### src/rtl/clock_period_meter.sv
`timescale 1ns/1ps
`default_nettype none
// ============================================================================
// Module      : clock_period_meter
// Description : Measures the period of a slow clock or pulse train (iSig) in
//               iClk cycles. iSig is synchronised, rising edges are detected,
//               and the number of iClk cycles between consecutive rises is
//               reported on oPeriod with a one-cycle oValid strobe. oTimeout
//               flags an input that has stopped for TIMEOUT cycles.
//
//               Optional macro CLOCK_PERIOD_METER_DUTY_EN adds oHigh, the
//               high time of the last measured pulse in iClk cycles.
//
// Ports       : iClk     - system clock
//               nRst     - asynchronous active-low reset
//               iEn      - measurement enable (level)
//               iSig     - asynchronous signal under measurement
//               oPeriod  - last measured period (iClk cycles)
//               oValid   - one-cycle pulse, oPeriod updated this cycle
//               oTimeout - no rising edge seen for TIMEOUT cycles
//               oHigh    - last measured high time (duty build only)
//
// Parameters  : WIDTH    - counter / result width
//               TIMEOUT  - cycles without a rise before oTimeout (>=2, <2^WIDTH)
//
// Revision    : 1.0 - initial release
// ============================================================================
module clock_period_meter #(
    parameter int          WIDTH   = 32,
    parameter int unsigned TIMEOUT = 32'd1000000
) (
    input  logic             iClk,
    input  logic             nRst,
    input  logic             iEn,
    input  logic             iSig,
    output logic [WIDTH-1:0] oPeriod,
    output logic             oValid,
    output logic             oTimeout
`ifdef CLOCK_PERIOD_METER_DUTY_EN
    ,
    output logic [WIDTH-1:0] oHigh
`endif
);

    localparam logic [WIDTH-1:0] c_TIMEOUT = WIDTH'(TIMEOUT);
    localparam logic [WIDTH-1:0] c_ONE     = WIDTH'(1);

    typedef enum logic [1:0] {
        S_IDLE = 2'd0,
        S_ARM  = 2'd1,
        S_MEAS = 2'd2
    } state_t;

    state_t           r_state;
    state_t           w_stateNext;

    logic             r_sync1;
    logic             r_sync2;
    logic             r_edge;
    logic [WIDTH-1:0] r_cnt;

    logic             w_rise;
    logic             w_start;       // first rise after arming: begin counting
    logic             w_measure;     // rise while measuring: publish period
    logic             w_timeoutHit;  // counter reached TIMEOUT with no rise
    logic             w_cntMax;

    // ------------------------------------------------------------------
    // Input synchroniser and edge flop; free-running regardless of iEn so
    // that the edge history is valid the moment measurement is enabled.
    // ------------------------------------------------------------------
    always_ff @(posedge iClk or negedge nRst) begin
        if (!nRst) begin
            r_sync1 <= 1'b0;
            r_sync2 <= 1'b0;
            r_edge  <= 1'b0;
        end else begin
            r_sync1 <= iSig;
            r_sync2 <= r_sync1;
            r_edge  <= r_sync2;
        end
    end

    assign w_rise   = r_sync2 & ~r_edge;
    assign w_cntMax = &r_cnt;

    // ------------------------------------------------------------------
    // State register
    // ------------------------------------------------------------------
    always_ff @(posedge iClk or negedge nRst) begin
        if (!nRst) begin
            r_state <= S_IDLE;
        end else begin
            r_state <= w_stateNext;
        end
    end

    // ------------------------------------------------------------------
    // Next-state and control decode. Dropping iEn overrides everything,
    // including a rise in the same cycle, so a partial measurement is
    // never published.
    // ------------------------------------------------------------------
    always_comb begin
        w_stateNext  = r_state;
        w_start      = 1'b0;
        w_measure    = 1'b0;
        w_timeoutHit = 1'b0;
        if (!iEn) begin
            w_stateNext = S_IDLE;
        end else begin
            case (r_state)
                S_IDLE: begin
                    w_stateNext = S_ARM;
                end
                S_ARM: begin
                    if (w_rise) begin
                        w_start     = 1'b1;
                        w_stateNext = S_MEAS;
                    end
                end
                S_MEAS: begin
                    // A rise coinciding with cnt==TIMEOUT is a valid
                    // measurement, so the rise is tested first.
                    if (w_rise) begin
                        w_measure = 1'b1;
                    end else if (r_cnt == c_TIMEOUT) begin
                        w_timeoutHit = 1'b1;
                        w_stateNext  = S_ARM;
                    end
                end
                default: begin
                    w_stateNext = S_IDLE;
                end
            endcase
        end
    end

    // ------------------------------------------------------------------
    // Period counter and registered outputs. The counter is loaded with 1
    // on a rise so that rises N cycles apart read back exactly N.
    // ------------------------------------------------------------------
    always_ff @(posedge iClk or negedge nRst) begin
        if (!nRst) begin
            r_cnt    <= '0;
            oPeriod  <= '0;
            oValid   <= 1'b0;
            oTimeout <= 1'b0;
        end else begin
            oValid <= w_measure;

            if (!iEn) begin
                r_cnt    <= '0;
                oTimeout <= 1'b0;
            end else if (w_start || w_measure) begin
                r_cnt <= c_ONE;
            end else if (w_timeoutHit) begin
                r_cnt    <= '0;
                oTimeout <= 1'b1;
            end else if (r_state == S_MEAS) begin
                if (!w_cntMax) begin
                    r_cnt <= r_cnt + c_ONE;
                end
            end else begin
                r_cnt <= '0;
            end

            if (w_measure) begin
                oPeriod  <= r_cnt;
                oTimeout <= 1'b0;
            end
        end
    end

`ifdef CLOCK_PERIOD_METER_DUTY_EN
    // ------------------------------------------------------------------
    // High-time counter: restarts at each rise, counts while the
    // synchronised input stays high, and is published on the fall.
    // ------------------------------------------------------------------
    logic [WIDTH-1:0] r_hcnt;
    logic             w_fall;
    logic             w_inMeas;

    assign w_fall   = ~r_sync2 & r_edge;
    assign w_inMeas = iEn && (r_state == S_MEAS);

    always_ff @(posedge iClk or negedge nRst) begin
        if (!nRst) begin
            r_hcnt <= '0;
            oHigh  <= '0;
        end else begin
            if (w_start || w_measure) begin
                r_hcnt <= c_ONE;
            end else if (w_inMeas && r_sync2 && !(&r_hcnt)) begin
                r_hcnt <= r_hcnt + c_ONE;
            end

            if (w_inMeas && w_fall) begin
                oHigh <= r_hcnt;
            end
        end
    end
`endif

endmodule
`default_nettype wire

### config.mk
export PLATFORM = sky130hd
export DESIGN_NAME = clock_period_meter
export DESIGN_NICKNAME = d
export VERILOG_FILES = /design/src/rtl/clock_period_meter.sv
export SDC_FILE = /design/constraint.sdc
export NUM_CORES = 1
export LEC_CHECK = 0
export ABC_AREA = 1
export ABC_CLOCK_PERIOD_IN_PS = 2130
export CORE_MARGIN = 2
export CORE_UTILIZATION = 49
export CTS_BUF_LIST = sky130_fd_sc_hd__clkbuf_8
export DETAILED_ROUTE_END_ITERATION = 8
export PLACE_DENSITY = 0.72
export SETUP_SLACK_MARGIN = 0.4
export SYNTH_ARGS = -nofsm -noshare
export SYNTH_HDL_FRONTEND = slang
export SYNTH_SLANG_ARGS = --single-unit
### constraint.sdc
create_clock -name iClk -period 2.13 [get_ports iClk]
set_input_delay 0.426 -clock iClk [delete_from_list [all_inputs] [get_ports iClk]]
set_output_delay 0.426 -clock iClk [all_outputs]
set_load 0.05 [all_outputs]
; ---- After elaboration in Yosys (flattened, before gate mapping)
; Index checks and enable logic that the tools add are counted.
; W data, S select, Z words.
[op_classes]
n_mux = 23
reduce_logical = 5
n_bitwise = 2
n_eq_ne = 9
addsub = 1
[op_table]
columns = operator, count
row1 = $mux W32, 5
row2 = $add A32 B1 Y32 const B, 1
row3 = $eq A32 B20 Y1 const B, 1
row4 = $reduce_and A32 Y1, 1
row5 = $mux W1, 13
row6 = $ne A3 B3 Y1 const B, 4
row7 = $mux W2, 4
row8 = $pmux W2 S3, 1
row9 = $ne A5 B5 Y1 const B, 1
row10 = $ne A3 B1 Y1 const B, 1
row11 = $reduce_and A3 Y1, 1
row12 = $eq A2 B1 Y1 const B, 1
row13 = $eq A2 B2 Y1 const B, 1
row14 = $logic_not A2 Y1, 1
row15 = $reduce_and A2 Y1, 1
row16 = $and A1 B1 Y1, 1
row17 = $logic_or A1 B1 Y1, 1
row18 = $not A1 Y1, 1
[word_totals]
out_inout_bits = 34
ff_bits = 71
in_bits = 4

; ---- Longest topological paths before layout
; Gate-level depths: netlist of the first run.
[depth]
depth_word = 9
ltp_mapped = 11

; ---- Worst setup path after synthesis of the first run
; Ideal clock, no wire load.
[synth_timing]
kind = reg2reg
from = reg r_cnt[0]
to = reg r_cnt[9]
t_required_ps = 2066
setup_slack_ps = 561
synth_period_minus_slack_ps = 1569
stages_incl_launch_ff = 11
path_buffers = 1
arrival_ps = 1505
cell_sequence = dfrtp_1 ha_1 nand3_4 clkinv_2 nand2_4 nor2_4 nand2_1 nor2_1 nand4_1 buf_6 nand2_2
[synth_via]
elab_chain_len = 8
word_cells_on_any_way = 13
classes_between = add/sub: 1 / eq/ne: 2 / mux: 9 / reduce/logical: 1
[synth_rtl]
columns = element, line_no
row1 = "start, declared", 60  ; logic [WIDTH-1:0] r_cnt;
row2 = "start signal, assigned", 155  ; r_cnt <= c_ONE;
row3 = "start signal, assigned", 161  ; r_cnt <= r_cnt + c_ONE;
row4 = branches (longest 8 deep; another with $add A32 B1 Y32), -
; Parallel ways; which one is timed is not known. The select of a mux whose other input is x is not followed.
; A chain may end at the register's enable or synchronous reset.

; ---- Worst setup path after layout of the first run
[layout_timing]
from = reg oPeriod[20]
to = out oPeriod[20]
[layout_lines]
columns = element, line_no
row1 = "start, declared", 36  ; output logic [WIDTH-1:0] oPeriod,
row2 = "start signal, assigned", 168  ; oPeriod <= r_cnt;
; No word-level cell between the ends.

==> results of run 1 <==
-- placed cells by master (no fill, tap or decap), types with 2 or more instances in the layout --
cell type and n:
nand2_1 152, nor2_1 64, dfrtp_1 57, inv_1 39, nand3_1 37, dlygate4sd2_1 33, o21ai_0 29, nand2_2 21
buf_4 20, nor2_4 16, nor3_1 14, dfrtp_2 14, nor2_2 11, nand4_1 11, o21ai_2 10, clkbuf_8 9
inv_2 6, nand3_2 6, a21oi_1 6, xor2_1 6, buf_12 5, nand2_4 4, nand3_4 3, clkinv_2 3
clkinvlp_4 2, xnor2_1 2, o21ai_1 2, ha_4 2, bufinv_16 2, clkdlybuf4s50_1 2
-- kinds of logic (layout without fill, tap and decap cells) --
family / count (synthesis) / after routing
AND/OR/NAND/NOR: 344 / 344
XOR/XNOR: 8 / 8
adder cells (fa/ha/maj): 2 / 2
flip-flops: 71 / 71
AO/OA/AOI/OAI: 49 / 49
buffers and inverters: 62 / 126
-- cell type report --
| class | count | area share, % |
|---|---|---|
| clock buffer | 9 | 2.46 |
| clock inverter | 6 | 1.72 |
| inverter | 48 | 3.73 |
| timing repair inverter | 1 | 0.0994 |
| sequential | 71 | 35.6 |
| timing repair buffer | 62 | 11.4 |
| multi-input combinational | 403 | 42.4 |
| tap | 102 | 2.54 |
-- timing repair --
item,in CTS,in global routing
hold buffers,0,0
gates cloned,0,1
setup buffers,7,8
pin swaps,4,14
setup endpoints to repair,66,45
resized for setup,40,54
-- layer usage --
metal / global-route usage [%] / vias to the layer above / wire length [µm] / share of wire, %
met4: 14.9 / 0 / 546 / 4.8
met3: 4.23 / 45 / 949 / 8.3
li1: - / 1840 / - / -
met5: 0 / - / 0 / 0
met2: 39.1 / 208 / 5160 / 45
met1: 36.2 / 1836 / 4720 / 41
-- per-stage QoR --
stage / hold WS, ns / utilization (%) / area, µm²
finish: 0.0900 / 64.1 / 5030
global route: 0.124 / 64.1 / 5030
CTS: 0.113 / 61.2 / 4800
detailed placement: 0.338 / 58.0 / 4550
global placement: 0.337 / 58.0 / 4550
floorplan: 0.130 / - / 4010
-- flip-flops by register name (all words and copies together), names as in the netlist --
signal and flops:
oValid 1, r_cnt 32, r_sync1 1, r_sync2 1
r_edge 1, r_state 2, oPeriod 32, oTimeout 1
-- where the power goes --
part           switching, mW  internal [mW]  leakage (nW)
Clock                  0.525          0.650         0.105
Combinational         0.0817         0.0344          1.26
Sequential           0.00700           1.36         0.960
Total                  0.613           2.04          2.33
-- final timing paths --
path,to
max,oPeriod[20]
min,oPeriod[5]$_DFFE_PN0P_
max reg2reg,r_cnt[28]$_DFFE_PN0P_
min reg2reg,r_sync2$_DFF_PN0_
max in group asynchronous,r_cnt[20]$_DFFE_PN0P_
min in group iClk,r_sync2$_DFF_PN0_
==> results.md, run 1 <==
- Residual DRC: 0
- Post-synth top area cell: dfrtp_1
- Slowest Stage Delay on Critical Path: 0.54 ns
- Slew margin rel.: 66.7%
- Adder-cell share of the synthesized area: less than 1%
- Endpoints failing setup: 0
- Critical path data arrival time: 1.27 ns
- Final WS setup: 0.434 ns
- Critical path required time: 1.70 ns
- RSZ-0062 raised after global routing: yes
- Power Total: between 2 and 3 mW
- Maximum vdd ir drop: 269 µV
- CP max-delay cell: dlygate4sd2_1
- Clock Latency Late Sink: 0.35 ns
- P_leak: roughly 2.3 nW
- Clock net sink count: 71
- Post-Synth XOR/XNOR Area: 1.75%
- Cell Pwr Density: 527 nW/µm²
- Register area: 1790 µm²
- First-pass DRT Iterations: 5
- CTS max path bufs: 2
- Reg2Reg Launch Point: r_cnt[1]$_DFFE_PN0P_
- Post-Route Skew: 0.0103 ns
- Stages on worst setup path: 1
- Placed Cells incl. Taps: 671
- Final ANT Viol Nets: 0
- Synth area leaders: dfrtp_1, nand2_1, nor2_1
- Site row count: 32
- Synth top cells by count: nand2_1, nor2_1, dfrtp_1
- IO Port Bufs: 37
- Post-DP HPWL: 7790 µm
- Core area: 7850 µm²
- Initial Util: slightly above 50%
- Post-synth EDFFs: 0
- Top FF cell, synth: dfrtp_1
- Initial antenna violation count: 0
- HP Class: in2async
- Nets: around 600
- Post-Synthesis Cells: 536
- Congestion Overflow GR: 0
- Cells along the critical path: dlygate4sd2_1
- Min Clock Period, post-route: 1.70 ns
- DR vias/cell: 5.60
- Sequential fraction of the synthesis area: 44.3%
- First-pass GRT wire length: 17,800 µm
- IO Count: 38
- Non-Filler Instances: 702
- Yosys reg bits: 71
- Largest family of logic cells by synthesized area: simple AND/OR/NAND/NOR gates
- Compound-Gate Fraction of Synth Area: 7.39%
- CTS buffer count: 9
- P&R area growth vs syn: 25.5%
- Post-Place Setup Slack: 0.106 ns
- Worst-Margin Slew: 0.502 ns
- Syn Std Cell Area: about 4000 µm²
- Status: finished clean
- FF-to-FF setup slack: about 0.44 ns
- Initial DRC count: 449
- Critical path's top delay family: buffers and inverters
- Largest net degree at the start of global routing: 72
- Root buffer cell: clkbuf_8
- Final GP Congestion: 1.02
- Async S/R FF share, synth: 100%
- Endpoint class of the critical path: output port
- Netlist cell types: 32
- CTS tree: done
- Layout cells sized above 1: 23.7%
- Crit path max fanout: 2
- Vias in the first global route: 3,544
- H-tree depth: 3
- Cell with the most instances after synthesis: nand2_1
- Yosys warns: 0
- Simple-Gate Fraction of Synth Area: between 30% and 40%
- Synth Net Count: 542
- Vias: 3,929
- ANT cells: 0
- Die W: 94.5 µm
- Post-synth top area share: 44.3%
- DRT Wirelength: 11,400 µm
- Critical Path Source Type: flop
- Period utilization: 79.6%
- Die height: 94.5 µm
- Worst R2R Path Depth: 9
- Mux contribution to synthesized area: 0%
- Max Clk Rate: around 590 MHz
- Clk pin slew, worst setup/hold paths: 0.08 ns
- Mean Syn Cell Area: between 7 and 8 µm²
- Tot GR Track Use: a little over a quarter
- Layout fillers: 679
- Worst Setup SP: oPeriod[20]$_DFFE_PN0P_
- Critical path buffers and inverters: 1
- Final hold violations: 0
- Max-slew violation count: 0
- Setup TNS: 0 ns
- Area occupied by multi-input gates: about 2100 µm²
- Maxcap violations: 0
- Critical path type: reg2out
- DR WL/cell: 16.2 µm
- Die area: 8920 µm²
No activity file was read; power rests on OpenSTA's default activity.
==> run 2: changes to the inputs <==
--- a/config.mk
+++ b/config.mk
@@ -6,7 +6,7 @@
 export NUM_CORES = 1
 export LEC_CHECK = 0
 export ABC_AREA = 1
-export ABC_CLOCK_PERIOD_IN_PS = 2130
+export ABC_CLOCK_PERIOD_IN_PS = 1750
 export CORE_MARGIN = 2
 export CORE_UTILIZATION = 49
 export CTS_BUF_LIST = sky130_fd_sc_hd__clkbuf_8
==> constraint.sdc (replaced) <==
create_clock -name iClk -period 1.75 [get_ports iClk]
set_input_delay 0.35 -clock iClk [delete_from_list [all_inputs] [get_ports iClk]]
set_output_delay 0.35 -clock iClk [all_outputs]
set_load 0.05 [all_outputs]
==> run 2 against run 1 <==
Power rose by 21%. Sequential power rose by 22%. Register-to-register slack got worse by 0.42 ns. Wire length rose by 9.3%. Clock skew rose by 0.0066 ns. Cell area rose by 14%. Via count rose by 4.4%. Count of clock-buffer cells in the layout rose by 2. Critical path type is now reg2reg.
==> results.md, run 2 (synthesis results as in run 1) <==
- Status: finished clean
- Slew margin rel.: 74.6% (+7.9 points)
- CP max-delay cell: dfrtp_1
- CTS buffer count: 9 (unchanged)
- Cts hold-fix bufs: 0 (unchanged)
- CTS tree: done
- Critical Path Source Type: flop
- Largest net degree at the start of global routing: 72 (unchanged)
- Die height: 94.5 µm (unchanged)
- Residual DRC: 0 (unchanged)
- Most frequent cells in the layout: nand2_1, buf_4, nor2_1, dfrtp_1, inv_1
- Tot GR Track Use: 26.9% (+0.73 points)
- Final ANT Viol Nets: 0 (unchanged)
- RSZ-0062 raised after global routing: yes
- Root buffer cell: clkbuf_8
- Post-DP HPWL: 8260 µm (+6.1%)
- Initial Util: 51.1% (unchanged)
- Critical path type: reg2reg
- Max Clk Rate: 578 MHz
- Placed Cells incl. Taps: 694 (+3.4%)
- Cell Pwr Density: 560 nW/µm² (+6.2%)
- Critical path data arrival time: 2.02 ns (+0.75 ns)
- Critical path required time: 2.04 ns (+0.34 ns)
- Clk pin slew, worst setup/hold paths: 0.09 ns (about the same)
- CTS max path bufs: 2 (unchanged)
- Endpoint class of the critical path: flop
- DRT Wirelength: 12,400 µm (+9.3%)
- DR WL/cell: 16.7 µm (+3.2%)
- Final Cell Area: 5730 µm² (+14%)
- ANT cells: 0 (unchanged)
- Slowest Stage Delay on Critical Path: 0.46 ns (-0.08 ns)
- IO Count: 38 (unchanged)
- Non-Filler Instances: 744 (+6.0%)
- Layout cells sized above 1: 42.5% (+19 points)
- Final GP Congestion: 0.986 (-3.4%)
- CP most frequent cell: nand2_1
- Vias in the first global route: 3,649 (+3.0%)
- Maxcap violations: 0 (unchanged)
- Final hold violations: 0 (unchanged)
- HP Class: in2async
- Period utilization: 98.8%
- Site row count: 32 (unchanged)
- H-tree depth: 3 (unchanged)
- First-pass DRT Iterations: 5 (unchanged)
- Post-Route Skew: 0.0169 ns (+0.00662 ns)
- Vias: 4,102 (+4.4%)
- Worst-Margin Slew: 0.381 ns (-0.121 ns)
- Congestion Overflow GR: 0 (unchanged)
- P&R area growth vs syn: 42.8%
- Nets: 644 (+7.0%)
- DR vias/cell: 5.51 (-1.5%)
- Clock net sink count: 71 (unchanged)
- Top Registers: oPeriod x32, r_cnt x32, r_state x2
- Clock Latency Late Sink: 0.37 ns (+0.02 ns)
- Maximum vdd ir drop: 447 µV (+66%)
- Endpoints failing setup: 0 (unchanged)
- WHS: 0.0140 ns (-0.0760 ns)
- Max-slew violation count: 0 (unchanged)
- First-pass GRT wire length: 18,200 µm (+2.5%)
- Min Clock Period, post-route: 1.73 ns
- Die W: 94.5 µm (unchanged)
- Initial antenna violation count: 0 (unchanged)
- Die area: 8920 µm² (unchanged)
- Cells along the critical path: nand2_1 > nor2_2 > nand2_1 > nor2_1 > nand2_1 > nor2_1 > nand4_1 > buf_6 > clkbuf_16 > nand2_2
- IO Port Bufs: 37 (unchanged)
- P_leak: 2.57 nW (+10%)
- Initial DRC count: 261 (-42%)
- Critical path's top delay family: simple AND/OR/NAND/NOR gates
- Crit path max fanout: 6 (+4)
- Core area: 7850 µm² (unchanged)
- Placed Area: 4700 µm² (+3.4%)
- Most common cell after layout, fill and taps aside: nand2_1
- Critical path buffers and inverters: 2 (+1)
## run 2: cell count changes in the layout (fill, tap and decap cells not counted), moves of 7 or more
cell,delta
nand2_4,+14
buf_4,+62
nand2_2,+15
o21ai_1,+10
dlygate4sd2_1,-32
nand2_1,-31
nor2_2,+7
o21ai_0,-22
nor2_1,-7
o21ai_2,+12
## run 2: layout make-up
type | count | area [µm²]
fill | 580 | 2120
inverter | 48 | 198
timing repair buffer | 105 | 1000
sequential | 71 | 1790
clock inverter | 4 | 46.3
clock buffer | 11 | 151
multi-input combinational | 403 | 2410
tap | 102 | 128
## run 2: layer usage
| metal | vias up | track usage (%) | wire [µm] |
|---|---|---|---|
| met5 | - | 0 | 0 |
| met4 | 0 | 8.45 | 474 |
| met3 | 43 | 4.63 | 817 |
| met2 | 193 | 43.2 | 5830 |
| met1 | 1957 | 37.3 | 5320 |
| li1 | 1909 | - | - |
## run 2: repair_timing
item,in CTS,in global routing
endpoints found under the setup margin,68,56
gates resized for setup,30,126
setup buffers,11,18
pin swaps,12,22
gates cloned,0,6
## run 2: final timing paths
path | end | slack, ns | cells past startpoint | start
worst max-delay path | r_cnt[5]$_DFFE_PN0P_ | 0.02 | 10 | r_cnt[25]$_DFFE_PN0P_
worst min-delay path | r_cnt[3]$_DFFE_PN0P_ | 0.01 | 2 | nRst
worst max register to register | r_cnt[5]$_DFFE_PN0P_ | 0.02 | 10 | r_cnt[25]$_DFFE_PN0P_
worst min register to register | r_sync2$_DFF_PN0_ | 0.36 | 0 | r_sync1$_DFF_PN0_
max in group asynchronous | r_cnt[10]$_DFFE_PN0P_ | 1.40 | 2 | nRst
min in group iClk | r_sync2$_DFF_PN0_ | 0.36 | 0 | r_sync1$_DFF_PN0_
## run 2: power by group
group / internal, mW / switching (mW)
sequential: 1.65 / 0.00710
combinational: 0.0658 / 0.122
clock: 0.721 / 0.641
total: 2.44 / 0.770
## run 2: per-stage QoR
| step | util (%) | setup TNS (ns) | setup WS [ns] | total power, mW |
|---|---|---|---|---|
| floorplan | - | 0 | 0.273 | 1.76 |
| global placement | 59.9 | -1.19 | -0.0679 | 1.83 |
| detailed placement | 59.9 | -3.20 | -0.139 | 1.83 |
| CTS | 64.7 | 0 | 0.100 | 3.18 |
| global route | 73.0 | -0.520 | -0.0592 | 3.29 |
| finish | 73.0 | 0 | 0.0210 | 3.21 |
==> run 3: changes to the inputs <==
--- a/config.mk
+++ b/config.mk
@@ -12,7 +12,7 @@
 export CTS_BUF_LIST = sky130_fd_sc_hd__clkbuf_8
 export DETAILED_ROUTE_END_ITERATION = 8
 export PLACE_DENSITY = 0.72
-export SETUP_SLACK_MARGIN = 0.4
+export SETUP_SLACK_MARGIN = 0.15
 export SYNTH_ARGS = -nofsm -noshare
 export SYNTH_HDL_FRONTEND = slang
 export SYNTH_SLANG_ARGS = --single-unit
==> run 3 against run 2 <==
The flow now finishes with violations (negative hold slack). Flip-flop and latch count unchanged. Clock skew down 0.0094 ns. Non-clock buffer count decreased by 5. Critical path depth is 1 higher. Setup slack better by 0.011 ns. Cell area decreased by 6.2%. Sequential power about the same. Die area stayed put. Wire length shrank 1.8%. First-iteration DRC count rose by 48%. Register-to-register slack about the same.
==> results.md, run 3 (synthesis results as in run 1) <==
- Status: finished with violations
- Failing checks: negative hold slack
- Final Util: 68.4% (-4.5 points)
- Min Clock Period, post-route: 1.72 ns (-0.0111 ns)
- CTS max path bufs: 2 (unchanged)
- Critical path buffers and inverters: 3 (+1)
- IO Port Bufs: 37 (unchanged)
- Final WS setup: 0.0321 ns (+0.0111 ns)
- Die W: 94.5 µm (unchanged)
- Initial antenna violation count: 0 (unchanged)
- Endpoint class of the critical path: flop
- Tot GR Track Use: 28.7% (+1.8 points)
- Placed Cells incl. Taps: 707 (+1.9%)
- Vias: 4,016 (-2.1%)
- Nets: 639 (-0.78%)
- CP max-delay cell: dfrtp_2
- Critical path required time: 2.05 ns (about the same)
- Crit path max fanout: 5 (-1)
- DR WL/cell: 16.5 µm (-1.2%)
- Final ANT Viol Nets: 0 (unchanged)
- CTS tree: done
- Site row count: 32 (unchanged)
- Largest net degree at the start of global routing: 32 (-56%)
- Worst Setup SP: r_cnt[0]$_DFFE_PN0P_
- IO Count: 38 (unchanged)
- First-pass GRT wire length: 19,400 µm (+6.1%)
- Slowest Stage Delay on Critical Path: 0.43 ns (-0.03 ns)
- Max-slew violation count: 0 (unchanged)
- Final GP Congestion: 0.981 (-0.54%)
- Cts hold-fix bufs: 0 (unchanged)
- Maxcap violations: 0 (unchanged)
- P&R area growth vs syn: 33.9%
- HP Class: in2async
- ANT cells: 0 (unchanged)
- Die area: 8920 µm² (unchanged)
- Cell Pwr Density: 580 nW/µm² (+3.6%)
- Most common cell after layout, fill and taps aside: nand2_1
- Non-Filler Instances: 739 (-0.67%)
- Worst-Margin Slew: 0.612 ns (+0.231 ns)
- Critical path data arrival time: 2.02 ns (about the same)
- Clock net sink count: 71 (unchanged)
- Layout cells sized above 1: 35.8% (-6.7 points)
- Reg2Reg Launch Point: r_cnt[0]$_DFFE_PN0P_
- Die height: 94.5 µm (unchanged)
- Clk pin slew, worst setup/hold paths: 0.08 ns (about the same)
- DRT Wirelength: 12,200 µm (-1.8%)
- Endpoints failing setup: 0 (unchanged)
- Post-DP HPWL: 8830 µm (+6.9%)
- RSZ-0062 raised after global routing: yes
- P_leak: 2.45 nW (-4.8%)
- CTS buffer count: 9 (unchanged)
- WHS: -0.00733 ns (-0.0213 ns)
- Critical path's top delay family: simple AND/OR/NAND/NOR gates
- Clock Latency Late Sink: 0.36 ns (about the same)
- Critical Path Source Type: flop
- Maximum vdd ir drop: 479 µV (+7.2%)
- Most frequent cells in the layout: nand2_1, buf_4, nor2_1, dfrtp_1, inv_1
- Critical path type: reg2reg
- H-tree depth: 3 (unchanged)
- Period utilization: 98.2% (-0.64 points)
- Final hold violations: 5 (+5)
- Vias in the first global route: 3,838 (+5.2%)
- Core area: 7850 µm² (unchanged)
- Congestion Overflow GR: 0 (unchanged)
- Cells along the critical path: ha_4 > nand3_4 > clkinv_4 > nand2_4 > nor2_4 > nand2_1 > nor2_1 > nand4_1 > buf_4 > clkbuf_16 > nand2_2
- DR vias/cell: 5.43 (-1.4%)
- Initial Util: 51.1% (unchanged)
- First-pass DRT Iterations: 7 (+2)
- Residual DRC: 0 (unchanged)
- Top Registers: oPeriod x32, r_cnt x32, r_state x2
- Post-Place Setup Slack: -0.164 ns (-0.0258 ns)
- Initial DRC count: 386 (+48%)
- Max Clk Rate: 582 MHz (+0.65%)
- Slew margin rel.: 59.2% (-15 points)
- Post-Route Skew: 0.00754 ns (-0.00940 ns)
- Root buffer cell: clkbuf_8
[run 3: cell count changes in the layout (fill, tap and decap cells not counted), moves of 3 or more]
| cell | before | now |
|---|---|---|
| nand2_2 | 36 | 20 |
| buf_8 | 3 | 0 |
| o21ai_2 | 22 | 11 |
| nor2_1 | 57 | 62 |
| o21ai_1 | 12 | 2 |
| clkbuf_16 | 5 | 1 |
| nor2_4 | 16 | 13 |
| o21ai_0 | 7 | 28 |
| nand2_1 | 121 | 146 |
| buf_4 | 82 | 86 |
| nand2_4 | 18 | 10 |
[run 3: area by class of cell]
class | instances | area, µm²
inverter | 48 | 188
multi-input combinational | 403 | 2200
clock inverter | 6 | 62.6
fill | 650 | 2480
sequential | 71 | 1800
clock buffer | 9 | 124
timing repair buffer | 100 | 872
tap | 102 | 128
[run 3: report_power, final]
| part | switching, mW | leakage (nW) | internal, mW | total, mW |
|---|---|---|---|---|
| clock network | 0.648 | 0.0988 | 0.647 | 1.30 |
| registers | 0.00912 | 0.958 | 1.65 | 1.66 |
| logic | 0.106 | 1.39 | 0.0555 | 0.161 |
| total | 0.763 | 2.45 | 2.35 | 3.12 |
[run 3: what timing repair did]
| item | in CTS | in global routing |
|---|---|---|
| buffers inserted | 5 | 11 |
| gates resized for setup | 35 | 50 |
| setup endpoints to repair | 34 | 59 |
| endpoints found under the hold margin | 0 | 0 |
| cloned | 1 | 0 |
| pin swaps | 11 | 12 |
[run 3: path summary, 6_finish.rpt]
check                                         endpoint  slack, ns  cells past startpoint
worst max-delay path              r_cnt[7]$_DFFE_PN0P_       0.03                     11
worst min-delay path            oPeriod[5]$_DFFE_PN0P_     -0.007                      1
worst max register to register    r_cnt[7]$_DFFE_PN0P_       0.03                     11
worst min register to register       r_sync2$_DFF_PN0_       0.36                      0
max in group asynchronous        r_cnt[26]$_DFFE_PN0P_       1.20                      2
min in group iClk                    r_sync2$_DFF_PN0_       0.36                      0
[run 3: through the flow]
stage                     TNS (ns)  hold WS, ns  area, µm²  total power, mW
after floorplan                  0       0.0544       4010             1.75
after global placement       -3.19        0.343       4770             1.83
after detailed placement     -5.44        0.349       4770             1.84
after CTS                        0       0.0128       5130             3.12
after global routing        -0.269       0.0243       5370             3.22
final                            0     -0.00733       5370             3.12
[run 3: metal layers]
metal  GRT usage, %  wire length [µm]  up-vias
met5              0                 0        -
met4           12.0               434        0
met3           5.67               918       36
met2           44.4              5520      196
met1           39.5              5350     1884
li1               -                 -     1900
[run 3: worst reg2reg max path, stage by stage (launching register included)]
cell,delay [ns]
dfrtp_2,0.43
ha_4,0.17
nand3_4,0.12
clkinv_4,0.09
nand2_4,0.06
nor2_4,0.12
nand2_1,0.08
nor2_1,0.11
nand4_1,0.11
buf_4,0.16
clkbuf_16,0.15
nand2_2,0.05
